`src/rtl/serial_subtractor.sv`:
```
// serial_subtractor: bit-serial a-b (LSB first, one registered borrow) with start/busy/done handshake; ports clk, rst (async, high), start, a, b, [add when SERIAL_SUB_ADD_MODE_EN], busy, done, diff, bout
module serial_subtractor #(
  parameter int WIDTH = 8
) (
  input  logic             clk,
  input  logic             rst,
  input  logic             start,
  input  logic [WIDTH-1:0] a,
  input  logic [WIDTH-1:0] b,
`ifdef SERIAL_SUB_ADD_MODE_EN
  input  logic             add,
`endif
  output logic             busy,
  output logic             done,
  output logic [WIDTH-1:0] diff,
  output logic             bout
);
  localparam int CW = $clog2(WIDTH);
  typedef enum logic [1:0] {IDLE, RUN, DONE} state_t;
  state_t state;
  logic [WIDTH-1:0] a_sr, b_sr, sh;
  logic [WIDTH-2:0] wr;
  logic [CW-1:0] cnt;
  logic br, x, y, d, br_next, op_add;
`ifndef SERIAL_SUB_ADD_MODE_EN
  assign op_add = 1'b0;
`endif
  always_comb begin
    x = a_sr[0];
    y = b_sr[0];
    d = x ^ y ^ br;
    br_next = op_add ? (x & y) | ((x ^ y) & br) : (~x & y) | (~(x ^ y) & br);
    sh = {d, wr};
  end
  always_ff @(posedge clk or posedge rst) begin
    if (rst) begin
      state <= IDLE;
      busy <= 1'b0;
      done <= 1'b0;
      diff <= '0;
      bout <= 1'b0;
      a_sr <= '0;
      b_sr <= '0;
      wr <= '0;
      cnt <= '0;
      br <= 1'b0;
`ifdef SERIAL_SUB_ADD_MODE_EN
      op_add <= 1'b0;
`endif
    end else begin
      case (state)
        IDLE: if (start) begin
          state <= RUN;
          busy <= 1'b1;
          a_sr <= a;
          b_sr <= b;
          br <= 1'b0;
          cnt <= '0;
`ifdef SERIAL_SUB_ADD_MODE_EN
          op_add <= add;
`endif
        end
        RUN: begin
          a_sr <= a_sr >> 1;
          b_sr <= b_sr >> 1;
          wr <= sh[WIDTH-1:1];
          br <= br_next;
          cnt <= cnt + 1'b1;
          if (cnt == CW'(WIDTH - 1)) begin
            state <= DONE;
            busy <= 1'b0;
            done <= 1'b1;
            diff <= sh;
            bout <= br_next;
          end
        end
        DONE: begin
          state <= IDLE;
          done <= 1'b0;
        end
        default: state <= IDLE;
      endcase
    end
  end
endmodule

```
`config.mk`:
```
export PLATFORM = sky130hd
export DESIGN_NAME = serial_subtractor
export DESIGN_NICKNAME = d
export VERILOG_FILES = /design/src/rtl/serial_subtractor.sv
export SDC_FILE = /design/constraint.sdc
export NUM_CORES = 1
export LEC_CHECK = 0
export ABC_CLOCK_PERIOD_IN_PS = 3970
export BUFFER_PORTS_ARGS = -buffer_cell sky130_fd_sc_hd__buf_4
export CAP_MARGIN = 20
export CELL_PAD_IN_SITES_DETAIL_PLACEMENT = 1
export CELL_PAD_IN_SITES_GLOBAL_PLACEMENT = 1
export CORE_UTILIZATION = 47
export CTS_CLUSTER_SIZE = 10
export DETAILED_ROUTE_END_ITERATION = 12
export PLACE_DENSITY_LB_ADDON = 0.1
export SLEW_MARGIN = 10
export SYNTH_ARGS = -nofsm -noshare
export SYNTH_HDL_FRONTEND = slang
export SYNTH_SLANG_ARGS = --single-unit
```
`constraint.sdc`:
```
create_clock -name clk -period 3.97 [get_ports clk]
set_input_delay 0.397 -clock clk [delete_from_list [all_inputs] [get_ports clk]]
set_output_delay 0.397 -clock clk [all_outputs]
set_load 0.1 [all_outputs]
```
==> results of run 1 <==
-- cell families (layout without fill, tap and decap cells) --
logic type,after synthesis,count (layout),synth area share (%)
AO/OA/AOI/OAI,37,37,16.5
AND/OR/NAND/NOR,25,25,7.58
flip-flops,40,40,56.7
multiplexers,16,16,10.1
adder cells (fa/ha/maj),3,3,2.55
buffers and inverters,26,54,6.59
-- cell usage after synthesis --
cell,count,area (sq um)
buf_4,3,22.5
o21a_1,10,75.1
clkbuf_1,1,3.75
fa_1,1,20.0
mux2_2,15,169
a21oi_1,2,10.0
o22ai_1,1,6.26
mux2i_1,1,10.0
dfrtp_1,40,1000
inv_1,16,60.1
nor2_2,1,6.26
nand3b_4,1,20.0
o21ai_0,5,25.0
nor2_1,13,48.8
a22o_1,4,35.0
ha_1,2,25.0
nand3b_1,4,30.0
nor3b_1,1,7.51
o21bai_1,1,7.51
a32oi_1,10,87.6
nand2_1,4,15.0
buf_2,6,30.0
o221a_2,4,45.0
nor2b_1,1,6.26
-- flip-flops by register name, summed over array words and instances (netlist names), 2 cells and up --
name and count:
diff 8, state 2, b_sr 8, cnt 3
wr 7, a_sr 8
-- per-stage QoR --
step | power, mW | cell area (sq um) | utilization, %
2_1_floorplan | 1.50 | 1770 | -
3_3_place_gp | 1.65 | 1990 | 57.5
3_5_place_dp | 1.70 | 1990 | 57.5
4_1_cts | 2.07 | 2120 | 61.1
5_1_grt | 2.17 | 2120 | 61.1
6_report | 2.05 | 2120 | 61.1
-- final cells by class --
cell class                      count  area [sq um]
Clock inverter                      1          30.0
Tap cell                           46          57.6
Fill cell                         369          1350
Timing Repair Buffer               30           225
Multi-Input combinational cell     81           649
Sequential cell                    40          1000
Inverter                           16          60.1
Clock buffer                        7          96.3
-- placed cells by master, fill, tap and decap left out --
| master | instances |
|---|---|
| dfrtp_1 | 40 |
| buf_4 | 30 |
| inv_1 | 16 |
| mux2_2 | 15 |
| nor2_1 | 13 |
| a32oi_1 | 10 |
| o21a_1 | 10 |
| clkbuf_8 | 7 |
| o21ai_0 | 5 |
| nand2_1 | 4 |
| a22o_1 | 4 |
| nand3b_1 | 4 |
| o221a_2 | 4 |
| a21oi_1 | 2 |
| ha_1 | 2 |
| nor2_2 | 1 |
| o22ai_1 | 1 |
| nor2b_1 | 1 |
| o21bai_1 | 1 |
| nor3b_1 | 1 |
| nand3b_4 | 1 |
| mux2i_1 | 1 |
| fa_1 | 1 |
| bufinv_16 | 1 |
-- routing by layer --
metal / up-vias / track usage, % / wire [um]
met2: 24 / 32.5 / 1630
met1: 605 / 26.3 / 1650
met5: - / 0 / 0
met3: 8 / 5.62 / 134
li1: 573 / - / -
met4: 0 / 6.25 / 57
-- power breakdown --
group	internal (mW)	leakage, nW	switching, mW
sequential	0.598	0.475	0.138
combinational	0.342	0.458	0.606
clock	0.222	0.0645	0.140
-- worst max path at each step --
stage	from	end	slack, ns	cells after the start
2_1_floorplan	cnt[0]	diff[0]	2.45	5
3_3_place_gp	state[0]	wr[0]	2.06	2
3_5_place_dp	state[0]	wr[1]	2.00	2
4_1_cts	state[0]	wr[4]	1.98	2
5_1_grt	state[0]	a_sr[0]	1.80	3
6_report	state[0]	wr[4]	1.97	2
-- worst max-delay path, cell delays in order (launching register included) --
cell	delay (ns)
dfrtp_1	0.82
nor2b_1	0.65
mux2_2	0.41
==> impl_metrics.py, run 1 <==
metrics = {
    "global_routing": {
        "antenna_found_initial": 0,
        "grt_pass1_vias": 1325,
        "grt_overflow": 0,
        "grt_pass1_wl_um": 6140,
        "grt.total_usage_pct": 20.1,
        "grt_max_degree": 41,
    },
    "critical_path": {
        "crit_path_start_kind": "flip-flop",
        "cp.required_ns": 4.15,
        "cp-end-kind": "flip-flop",
        "worstPathMaxFanout": 21,
        "crit_type": "reg -> reg",
        "crit_arrival_ns": 2.18,
        "reg2reg_from": "state[0]",
        "r2r_cells": 2,
        "r2r_setup_slack_ns": 1.97,
        "r2r_end": "wr[4]",
    },
    "timing": {
        "hold_viol_final": 0,
        "period_share_pct": 50.3,
        "drv_slew": 0,
        "setup_violations": 0,
        "max_freq_mhz": 501,
        "fin_ws_ns": 1.97,
        "max_slew.worst_pin.slew_ns": 0.887,
        "finalCriticalPeriod_ns": 2.00,
        "fin_skew_ns": 0.00589,
        "rsz0062_at_grt": "false",
        "slew_headroom_pct": 40.6,
        "hold_ws_ns": 0.229,
        "fin_tns_setup_ns": 0,
    },
    "route": {
        "drt-total-wl_um": 3470,
        "vias_per_cell": 5.48,
        "drc": 0,
        "wl_per_cell_um": 15.7,
        "ant_nets": 0,
        "drt_iter0_drc": 34,
        "drtPass1Iterations": 4,
        "vias": 1210,
    },
    "placement": {
        "numPortBuffers": 29,
        "hpwl_um": 2390,
        "placed_cells": 213,
        "gp_congestion": 0.741,
        "place_ws_ns": 2.00,
    },
    "floorplanning": {
        "rows": 21,
        "die_w_um": 63.3,
        "dieArea_sq_um": 4010,
        "die_y_um": 63.3,
        "initial_core_util_pct": 50.9,
        "coreArea_sq_um": 3470,
        "pin_count": 30,
    },
    "logic_synthesis": {
        "synthCells": 147,
        "synth-seq-area-share_pct": 56.7,
        "synth_fp_nets": 169,
        "synthesis.area_sq_um": 1770,
        "yosys_register_bits": 40,
        "synth_warnings": 0,
        "ys_types": 24,
        "avgSynthCellArea_sq_um": 12.0,
    },
    "cts": {
        "cts_tree": "built",
        "path_clk_slew_ns": 0.08,
        "cts_max_level": 2,
        "cts.sinks": 40,
        "cts_resized": 0,
        "ctsHoldBuffers": 0,
        "clockRootBuffer": "clkbuf_8",
        "cts_setup_buffers": 0,
        "clockBufferDepth": 2,
        "cts_buffers": 5,
        "clkLatencyLatePin_ns": 0.29,
    },
    "pwr": {
        "powerDensity_nw_per_um2": 965,
        "irDropWorstVdd_uv": 548,
        "leakage_nw": 0.997,
    },
    "run": {
        "maxCapViolCount": 0,
    },
    "hold_path": {
        "holdCritPathClass": "in -> async",
    },
    "cells_and_area": {
        "synthToLayoutAreaGrowth_pct": 20.0,
        "nNetsFinal": 196,
        "diodes": 0,
        "layout-drive-gt1-share_pct": 33.7,
        "instances_no_fill": 221,
    },
    "run_status": {
        "status": "finished, final reports clean",
    },
}
Power figures use the tool's default switching activity.
==> inputs of run 2 (changes only) <==
--- a/config.mk
+++ b/config.mk
@@ -5,12 +5,12 @@
 export SDC_FILE = /design/constraint.sdc
 export NUM_CORES = 1
 export LEC_CHECK = 0
-export ABC_CLOCK_PERIOD_IN_PS = 3970
+export ABC_CLOCK_PERIOD_IN_PS = 1840
 export BUFFER_PORTS_ARGS = -buffer_cell sky130_fd_sc_hd__buf_4
 export CAP_MARGIN = 20
 export CELL_PAD_IN_SITES_DETAIL_PLACEMENT = 1
 export CELL_PAD_IN_SITES_GLOBAL_PLACEMENT = 1
-export CORE_UTILIZATION = 47
+export CORE_UTILIZATION = 43
 export CTS_CLUSTER_SIZE = 10
 export DETAILED_ROUTE_END_ITERATION = 12
 export PLACE_DENSITY_LB_ADDON = 0.1
==> constraint.sdc (replaced) <==
create_clock -name clk -period 1.84 [get_ports clk]
set_input_delay 0.184 -clock clk [delete_from_list [all_inputs] [get_ports clk]]
set_output_delay 0.184 -clock clk [all_outputs]
set_load 0.1 [all_outputs]
==> run 2 against run 1 <==
Effect of this change: non-clock buffer count is 7 higher; worst hold slack worse by 0.22 ns; cell count is 4.1% higher; sequential power is 110% higher; sequential share of layout area is 0.58 points lower; utilization is 4.6 points lower; highest routed layer unchanged.
==> impl_metrics.py, run 2 (synthesis results as in run 1) <==
metrics = {
    "run_status": {
        "status": "finished, final reports clean",
    },
    "run": {
        "maxCapViolCount": 0,
    },
    "critical_path": {
        "critPathMaxStageDelay_ns": 0.40,
        "cp.required_ns": 2.02,
        "reg2reg_from": "cnt[0]",
        "crit_top_cell": "ha_1",
        "cp-end-kind": "flip-flop",
        "critical-path-slowest-cell": "dfrtp_1",
        "crit_arrival_ns": 1.70,
        "worstPathMaxFanout": 11,
        "crit_path_start_kind": "flip-flop",
        "startpoint": "cnt[0]",
        "crit_type": "reg -> reg",
        "crit_chain": "ha_1 -> ha_1 -> nand3b_4 -> mux2_2",
    },
    "route": {
        "wirelength_met1_um": 1690,
        "ant_nets": 0,
        "top_layer": "met4",
        "wl_per_cell_um": 16.2,
        "wl_met3_um": 140,
        "dr_wl_met2_um": 1840,
        "vias_per_cell": 5.43,
        "drtPass1Iterations": 4,
        "drc": 0,
        "drt-total-wl_um": 3720,
        "drt_iter0_drc": 84,
        "vias": 1249,
    },
    "cells_and_area": {
        "layout-drive-gt1-share_pct": 36.3,
        "diodes": 0,
        "nNetsFinal": 203,
        "final_common_cell": "dfrtp_1",
        "synthToLayoutAreaGrowth_pct": 21.5,
        "layout_common_cells": "dfrtp_1 (40), buf_4 (37), inv_1 (16)",
        "reg_top3": "a_sr (8), b_sr (8), diff (8)",
    },
    "cts": {
        "cts.sinks": 40,
        "clockBufferDepth": 2,
        "ctsHoldBuffers": 0,
        "cts_resized": 0,
        "cts_buffers": 5,
        "cts_tree": "built",
        "cts_setup_buffers": 0,
        "clockRootBuffer": "clkbuf_8",
        "cts_max_level": 2,
        "path_clk_slew_ns": 0.08,
        "clkLatencyLatePin_ns": 0.30,
    },
    "timing": {
        "fin_tns_setup_ns": 0,
        "finalCriticalPeriod_ns": 1.52,
        "max_freq_mhz": 656,
        "slew_headroom_pct": 66.5,
        "rsz0062_at_grt": "false",
        "fin_skew_ns": 0.00931,
        "fin_ws_ns": 0.316,
        "hold_viol_final": 0,
        "max_slew.worst_pin.slew_ns": 0.502,
        "setup_violations": 0,
        "period_share_pct": 82.8,
        "drv_slew": 0,
    },
    "placement": {
        "hpwl_um": 2620,
        "place_ws_ns": 0.342,
        "numPortBuffers": 29,
        "gp_congestion": 0.719,
    },
    "global_routing": {
        "grt_max_degree": 41,
        "grt_pass1_vias": 1305,
        "grt_overflow": 0,
        "grt.total_usage_pct": 20.5,
        "antenna_found_initial": 0,
        "grt_pass1_wl_um": 6440,
    },
    "pwr": {
        "total_power_mw": 4.37,
        "irDropWorstVdd_uv": 839,
        "powerDensity_nw_per_um2": 2040,
        "leakage_nw": 1.01,
    },
    "floorplanning": {
        "die_w_um": 66.1,
        "coreArea_sq_um": 3800,
        "pin_count": 30,
        "die_y_um": 66.1,
        "dieArea_sq_um": 4370,
        "rows": 22,
        "initial_core_util_pct": 46.5,
    },
    "hold_path": {
        "holdCritPathClass": "in -> async",
    },
}
## run 2: changes by cell type in the layout (fill, tap and decap cells not counted), sizes merged
cell,before,now
buf,30,37
clkinvlp,0,2
bufinv,1,0
clkbuf,7,6
## run 2: metal layers
layer,GRT usage (%),up-vias
li1,-,581
met1,25.5,639
met2,33.3,24
met3,6.21,5
met4,7.98,0
met5,0,-
## run 2: worst paths after layout
kind / endpoint / cells after the start / slack [ns]
setup / recovery: diff[6] / 4 / 0.32
hold / removal: b_sr[3] / 3 / 0.006
setup reg to reg: diff[6] / 4 / 0.32
hold reg to reg: a_sr[4] / 1 / 0.49
max in group asynchronous: a_sr[3] / 3 / 1.48
min in group clk: b_sr[7] / 2 / 0.10
## run 2: report_power, final
| group | leakage (nW) | switching (mW) | internal, mW |
|---|---|---|---|
| clock | 0.0434 | 0.314 | 0.303 |
| combinational | 0.490 | 1.38 | 0.808 |
| sequential | 0.475 | 0.273 | 1.29 |
| total | 1.01 | 1.96 | 2.40 |
## run 2: area by class of cell
type,instances,area [sq um]
Clock buffer,6,82.6
Inverter,16,60.1
Timing Repair Buffer,37,278
Tap cell,48,60.1
Sequential cell,40,1000
Clock inverter,2,15.0
Fill cell,398,1650
Multi-Input combinational cell,81,649
## run 2: worst max-delay path: cells and delay by family, from the launching register on
kind	cells	cell delay (ns)
and+or+nand+nor	1	0.18
adders and majority gates	2	0.45
muxes	1	0.37
DFF	1	0.40
## run 2: metrics by stage
step / hold slack (ns) / utilization [%] / instance area [sq um] / cells
floorplan: 0.317 / - / 1770 / 147
detailed placement: 0.354 / 53.9 / 2050 / 222
global placement: 0.334 / 53.9 / 2050 / 222
finish: 0.00626 / 56.5 / 2150 / 230
CTS: 0.0270 / 56.5 / 2150 / 230
global route: 0.0515 / 56.5 / 2150 / 230
